`src/rtl/sram_port_arbiter.sv`:
```
// sram_port_arbiter: shares one SRAM macro between an instruction-fetch
// port (p0, read-only) and a data load/store port (p1).
//
// Ports:
//   clk, rst              clock, synchronous active-high reset
//   p0_req/addr           fetch request and byte address
//   p0_gnt                fetch granted this cycle (combinational)
//   p0_rvalid/rdata       fetch read data, one cycle after grant
//   p1_req/addr/web/wdata data request, byte address, byte write
//                         enables (active low, 4'b1111 = read), write data
//   p1_gnt                data port granted this cycle (combinational)
//   p1_rvalid/rdata       data read data, one cycle after a read grant
//   sram_cs/oe/web/a/di   SRAM pins, driven for the granted access
//   sram_do               SRAM read data, valid before the rising edge
//
// Arbitration is data-first with an anti-starvation counter on the fetch
// port (RR_MODE=0), or strict alternation between the two ports (RR_MODE=1).
module sram_port_arbiter #(
    parameter int ADDR_W   = 14,
    parameter int MAX_WAIT = 4,
    parameter int RR_MODE  = 0
) (
    input  logic              clk,
    input  logic              rst,
    input  logic              p0_req,
    input  logic [31:0]       p0_addr,
    output logic              p0_gnt,
    output logic              p0_rvalid,
    output logic [31:0]       p0_rdata,
    input  logic              p1_req,
    input  logic [31:0]       p1_addr,
    input  logic [3:0]        p1_web,
    input  logic [31:0]       p1_wdata,
    output logic              p1_gnt,
    output logic              p1_rvalid,
    output logic [31:0]       p1_rdata,
    output logic              sram_cs,
    output logic              sram_oe,
    output logic [3:0]        sram_web,
    output logic [ADDR_W-1:0] sram_a,
    output logic [31:0]       sram_di,
    input  logic [31:0]       sram_do
);

    localparam logic [3:0] MAX_W = 4'(MAX_WAIT);

    logic [3:0] wait_cnt;
    logic       last_gnt;
    logic       p1_rd;
    logic       pick1;

    // Byte-offset and high address bits are deliberately dropped.
    logic unused_bits;
    assign unused_bits = ^{p0_addr[31:ADDR_W+2], p0_addr[1:0],
                           p1_addr[31:ADDR_W+2], p1_addr[1:0]};

    assign p1_rd = (p1_web == 4'b1111);

    // pick1 only decides contention; a lone request always wins.
    always_comb begin
        pick1 = 1'b0;
        if (p1_req && !p0_req) begin
            pick1 = 1'b1;
        end else if (p1_req && p0_req) begin
            if (RR_MODE != 0) begin
                pick1 = (last_gnt == 1'b0);
            end else begin
                pick1 = (wait_cnt != MAX_W);
            end
        end
    end

    // No grant while in reset so the SRAM stays deselected.
    assign p0_gnt = !rst && p0_req && !pick1;
    assign p1_gnt = !rst && p1_req && pick1;

    always_comb begin
        sram_cs  = 1'b0;
        sram_oe  = 1'b0;
        sram_web = 4'b1111;
        sram_a   = '0;
        sram_di  = '0;
        if (p0_gnt) begin
            sram_cs = 1'b1;
            sram_oe = 1'b1;
            sram_a  = p0_addr[ADDR_W+1:2];
        end else if (p1_gnt) begin
            sram_cs  = 1'b1;
            sram_oe  = p1_rd;
            sram_web = p1_web;
            sram_a   = p1_addr[ADDR_W+1:2];
            sram_di  = p1_wdata;
        end
    end

    // SRAM runs on ~clk, so sram_do for a cycle-N access is already
    // settled at the rising edge that ends cycle N.
    always_ff @(posedge clk) begin
        if (rst) begin
            wait_cnt  <= 4'd0;
            last_gnt  <= 1'b1;
            p0_rvalid <= 1'b0;
            p0_rdata  <= 32'd0;
            p1_rvalid <= 1'b0;
            p1_rdata  <= 32'd0;
        end else begin
            if (!p0_req || p0_gnt) begin
                wait_cnt <= 4'd0;
            end else if (wait_cnt != MAX_W) begin
                wait_cnt <= wait_cnt + 4'd1;
            end
            if (p0_gnt) begin
                last_gnt <= 1'b0;
            end else if (p1_gnt) begin
                last_gnt <= 1'b1;
            end
            p0_rvalid <= p0_gnt;
            if (p0_gnt) begin
                p0_rdata <= sram_do;
            end
            p1_rvalid <= p1_gnt && p1_rd;
            if (p1_gnt && p1_rd) begin
                p1_rdata <= sram_do;
            end
        end
    end

endmodule

```
`config.mk`:
```
export PLATFORM = sky130hd
export DESIGN_NAME = sram_port_arbiter
export DESIGN_NICKNAME = d
export VERILOG_FILES = /design/src/rtl/sram_port_arbiter.sv
export SDC_FILE = /design/constraint.sdc
export NUM_CORES = 1
export LEC_CHECK = 0
export BUFFER_PORTS_ARGS = -buffer_cell sky130_fd_sc_hd__buf_2
export CAP_MARGIN = 20
export CORE_AREA = 4 4 98 100
export DETAILED_ROUTE_END_ITERATION = 6
export DIE_AREA = 0 0 102 104
export PLACE_DENSITY = 0.84
export SKIP_LAST_GASP = 1
export SLEW_MARGIN = 20
export SYNTH_ARGS = -nofsm -noshare
export SYNTH_HDL_FRONTEND = slang
export SYNTH_SLANG_ARGS = --single-unit
```
`constraint.sdc`:
```
create_clock -name clk -period 6.22 [get_ports clk]
set_input_delay 0.622 -clock clk [delete_from_list [all_inputs] [get_ports clk]]
set_output_delay 0.622 -clock clk [all_outputs]
set_load 0.005 [all_outputs]
```
# After elaboration in Yosys (flattened, before gate mapping)

Index checks and enable logic that the tools add are counted.

Bits in registers: 70
Input port bits: 136
Memories: 0
Word-level logic and storage cells: 32
Latch bits: 0
Output and inout port bits: 120
ROM bits: 0
Memory bits (writable): 0

Div/mod/pow operators: 0
Equal/unequal tests: 2
Muxes and demuxes: 12
Reductions and logical operators: 12
Shift operators: 0
$lt $le $gt $ge: 0
Bitwise logic cells: 0
Add/sub/neg operators: 1
$mul: 0

Operator list:

| operator            | count |
|---|---|
| $mux 32             | 2 |
| $mux 14             | 2 |
| $mux 4              | 2 |
| $logic_and 1x1->1   | 7 |
| $mux 1              | 6 |
| $add 4x1->4 const B | 1 |
| $eq 4x4->1 const B  | 1 |
| $ne 4x3->1 const B  | 1 |
| $logic_not 1->1     | 3 |
| $reduce_or 2->1     | 1 |
| $logic_or 1x1->1    | 1 |

# Logic depth before layout (Yosys ltp)

Word-level depth: 7
Depth in mapped cells: 7
Mapped depth without buffers: 5

# Least setup slack after synthesis

OpenSTA, ideal clock, no wires.

Path kind: register to output
Start: reg wait_cnt[0]
End: out sram_di[22]
Arrival time: 1.675 ns
Data required time: 5.598 ns
Stages on the path, launching flop included: 8
Slack: 3.923 ns
Path buffers: 2
Cells stage by stage: dfxtp_1 > inv_1 > ha_1 > and3b_1 > clkbuf_1 > a21oi_1 > clkbuf_1 > and2_1

Longest elaborated chain between the ends: 6
Elaborated cells on any way between the ends: 8
Those cells by class: eq/ne (1); mux (4); reduce/logical (3)

RTL lines:

| what                   | RTL line | RTL |
|---|---|---|
| start, declared        | 47       | `logic [3:0] wait_cnt;` |
| start signal, assigned | 110      | `wait_cnt <= wait_cnt + 4'd1;` |
| $ne 4x3->1             | 68       | `pick1 = (wait_cnt != MAX_W);` |
| $mux 1                 | 64       | `end else if (p1_req && p0_req) begin` |
| $mux 1                 | 62       | `if (p1_req && !p0_req) begin` |
| $logic_and 1x1->1      | 75       | `assign p1_gnt = !rst && p1_req && pick1;` |
| named net p1_gnt       | 34       | `output logic p1_gnt,` |
| $mux 32                | 87       | `end else if (p1_gnt) begin` |
| $mux 32                | 83       | `if (p0_gnt) begin` |
| end, declared          | 41       | `output logic [31:0] sram_di,` |

The timed path passes the listed nets, and every way through them passes these cells.

# Final worst setup path

Start: in rst
End: out sram_a[11]

Longest elaborated chain between the ends: 5
Elaborated cells on any way between the ends: 7
Those cells by class: mux (2); reduce/logical (5)

RTL lines:

| what                           | RTL line | RTL |
|---|---|---|
| start, declared                | 24       | `input logic rst,` |
| $logic_not 1->1 (*)            | 74, 75   |  |
| $logic_and 1x1->1 (2 in a row) | 75       |  |
| $mux 14                        | 87       |  |
| $mux 14 (*)                    | 83       |  |
| end, declared                  | 40       | `output logic [ADDR_W-1:0] sram_a,` |

Every way passes the cells marked *; elsewhere a longest branch is shown, timed or not.

==> results.py <==
metrics = {
    "global_route": {
        "grt_pass1_wl_um": 14300,
        "grt_max_degree": 68,
        "grt_pass1_vias": 2877,
        "antenna_found_initial": 0,
        "grt-ovfl-total": 0,
        "gr-usage-all-layers_pct": 17.1,
    },
    "die": {
        "dieArea_mm2": 0.0106,
        "initial_core_util_pct": 36.4,
        "num_rows": 34,
        "die_x_um": 102,
        "core_area_mm2": 0.00868,
        "die_h_um": 104,
        "io_pins": 256,
    },
    "clock_network": {
        "htree_num_levels": 3,
        "hold_buffers": 0,
        "cts_sinks": 70,
        "insertion_delay_ns": 0.33,
        "cts_root_buf": "clkbuf_8",
        "clockBufferDepth": 2,
        "postCtsResizedCells": 0,
        "postCtsSetupRepairBufs": 0,
        "numCtsBuffers": 9,
        "cts_tree": "yes",
        "clkSlewWorstSetupHoldPaths_ns": 0.07,
    },
    "setup_path": {
        "cp-end-kind": "primary output",
        "path_depth": 6,
        "path_delay_family": "buffers and inverters",
        "crit_top_cell": "buf_4",
        "critPathBufInv": 3,
        "crit_path_top_delay_cell": "a21oi_4",
        "path_class": "primary input to primary output",
        "path_max_fanout": 67,
        "reg2reg_depth": 6,
        "cp-start-kind": "primary input",
        "max_stage_delay_ns": 0.62,
        "crit_required_ns": 5.60,
        "cp_cell_sequence": "buf_4 > nand2b_1 > a21oi_4 > buf_4 > a22o_1 > buf_2",
        "cp.arrival_ns": 2.60,
    },
    "place": {
        "port_buffers": 219,
        "dp.final_hpwl_um": 7370,
        "place_inst": 602,
        "post-place-ws_ns": 2.69,
        "gp_congestion": 0.845,
        "dpl_cell_area_mm2": 0.00432,
    },
    "synthesis": {
        "synth_fa_ha_area_share_pct": 0.792,
        "synth_mux_area_share_pct": 23.2,
        "avgSynthCellArea_um2": 10.8,
        "yosysTopAreaCell": "dfxtp_1",
        "syn_inst": 293,
        "synth_top_family_by_area": "multiplexers",
        "yosys-top-cells-area": "dfxtp_1 (44%), mux2_2 (23%), nor2b_1 (13%), and2_1 (6.3%), a22o_1 (3.9%)",
        "synth-seq-area-share_pct": 44.4,
        "synth_compound_area_share_pct": 4.99,
        "ys_warn_count": 0,
        "ys_ff_latch": 70,
        "synth.top_cell.area_share_pct": 44.4,
        "synth_area_mm2": 0.00316,
        "synth_cell_types": 23,
        "synth_simple_gate_area_share_pct": 22.7,
        "synth-xor-area-share_pct": 0.277,
        "synth_fp_nets": 431,
    },
    "route": {
        "drc": 0,
        "drt_iter0_markers": 90,
        "finalWirelength_um": 9420,
        "ant_nets": 0,
        "first_pass_iters": 4,
        "viasPerCell": 4.63,
        "vias": 2854,
        "wire_per_inst_um": 15.3,
    },
    "layout": {
        "syn_to_final_growth_pct": 43.4,
        "stdcell_count": 617,
        "ff_latch_area_mm2": 0.00140,
        "design_area_mm2": 0.00453,
        "antenna_cells": 0,
        "drive_above_1_share_pct": 59.9,
        "nets": 643,
        "post-route-util_pct": 52.2,
        "multi_input_area_mm2": 0.00166,
        "nFillCells": 796,
    },
    "power_and_ir_drop": {
        "p_total_mw": 0.990,
        "ir_worst_vdd_mv": 0.150,
        "power.leakage_nw": 2.39,
        "powerDensity_mw_per_mm2": 219,
    },
    "sta": {
        "worst_slack_ns": 3.00,
        "whs_ns": 0.491,
        "worstMarginPinSlew_ns": 0.763,
        "period_share_pct": 51.8,
        "rsz0062_at_grt": "no",
        "hold_viol": 0,
        "finClkSkew_ns": 0.0101,
        "min_period_ns": 3.22,
        "slew_headroom_pct": 49.0,
        "fmax_mhz": 310,
        "setup_tns_ns": 0,
        "setup_violations": 0,
        "drv_slew": 0,
    },
    "flow_run": {
        "maxCapViolations": 0,
    },
    "status": {
        "status": "finished, final reports clean",
    },
    "min_path": {
        "hold_depth": 1,
        "hp-class": "flip-flop to flip-flop",
    },
}
-- power breakdown --
| part | switching (mW) | internal [mW] |
|---|---|---|
| Combinational | 0.0561 | 0.0709 |
| Sequential | 0.00613 | 0.463 |
| Clock | 0.169 | 0.225 |
| Total | 0.231 | 0.759 |
-- synthesized netlist by cell type --
cell type	count
and2_1	32
nor2_1	3
dfxtp_1	70
a211oi_4	1
or2_2	1
nand3b_1	1
buf_6	3
ha_1	2
and3_1	1
nand4_1	1
a22o_1	14
nor4bb_1	1
xnor2_1	1
mux2_2	65
nand3_1	1
clkbuf_1	11
nor4b_1	2
a21oi_1	3
nor2b_1	64
and3b_1	1
inv_1	2
nand2b_1	6
buf_2	7
-- sequential cells by signal (all words and copies together) (netlist names) --
| register | cells |
|---|---|
| p0_rdata | 32 |
| wait_cnt | 4 |
| p1_rdata | 32 |
| p0_rvalid | 1 |
| p1_rvalid | 1 |
-- path summary, 6_finish.rpt --
kind                                   from            to  slack [ns]
worst max-delay path                    rst    sram_a[11]        3.00
worst min-delay path            wait_cnt[0]   wait_cnt[0]        0.49
worst max register to register  wait_cnt[0]  p0_rdata[30]        3.91
worst min register to register  wait_cnt[0]   wait_cnt[0]        0.49
-- logic make-up (layout without fill, tap and decap cells) --
logic type / count (synthesis) / after routing
flops: 70 / 70
mux: 65 / 65
simple gates: 114 / 114
buf+inv: 23 / 239
xor+xnor: 1 / 1
compound gates: 18 / 18
fa+ha+maj: 2 / 2
-- final cells by class --
type | count | area share [%]
clock buffer | 10 | 2.82
timing repair buffer | 222 | 24.7
clock inverter | 5 | 1.85
inverter | 2 | 0.166
multi-input combinational | 200 | 36.5
tap | 108 | 2.98
sequential | 70 | 30.9
-- routing by layer --
metal / GRT usage, % / vias to the layer above / part of all wire [%]
li1: - / 1404 / -
met2: 30.7 / 130 / 51
met1: 18.4 / 1306 / 38
met3: 6.64 / 14 / 9.7
met5: 0 / - / 0
met4: 4.50 / 0 / 1.1
-- placed cells by master (no fill, tap or decap), types with 2 or more instances in the layout --
cell,count
mux2_2,65
clkbuf_8,9
a22o_1,14
buf_4,4
dfxtp_1,70
nor4b_1,2
nor2_1,3
inv_1,2
bufinv_16,2
and2_1,32
nand2b_1,6
buf_2,218
ha_1,2
nor2b_1,64
clkinvlp_4,2
Power figures use the tool's default switching activity.
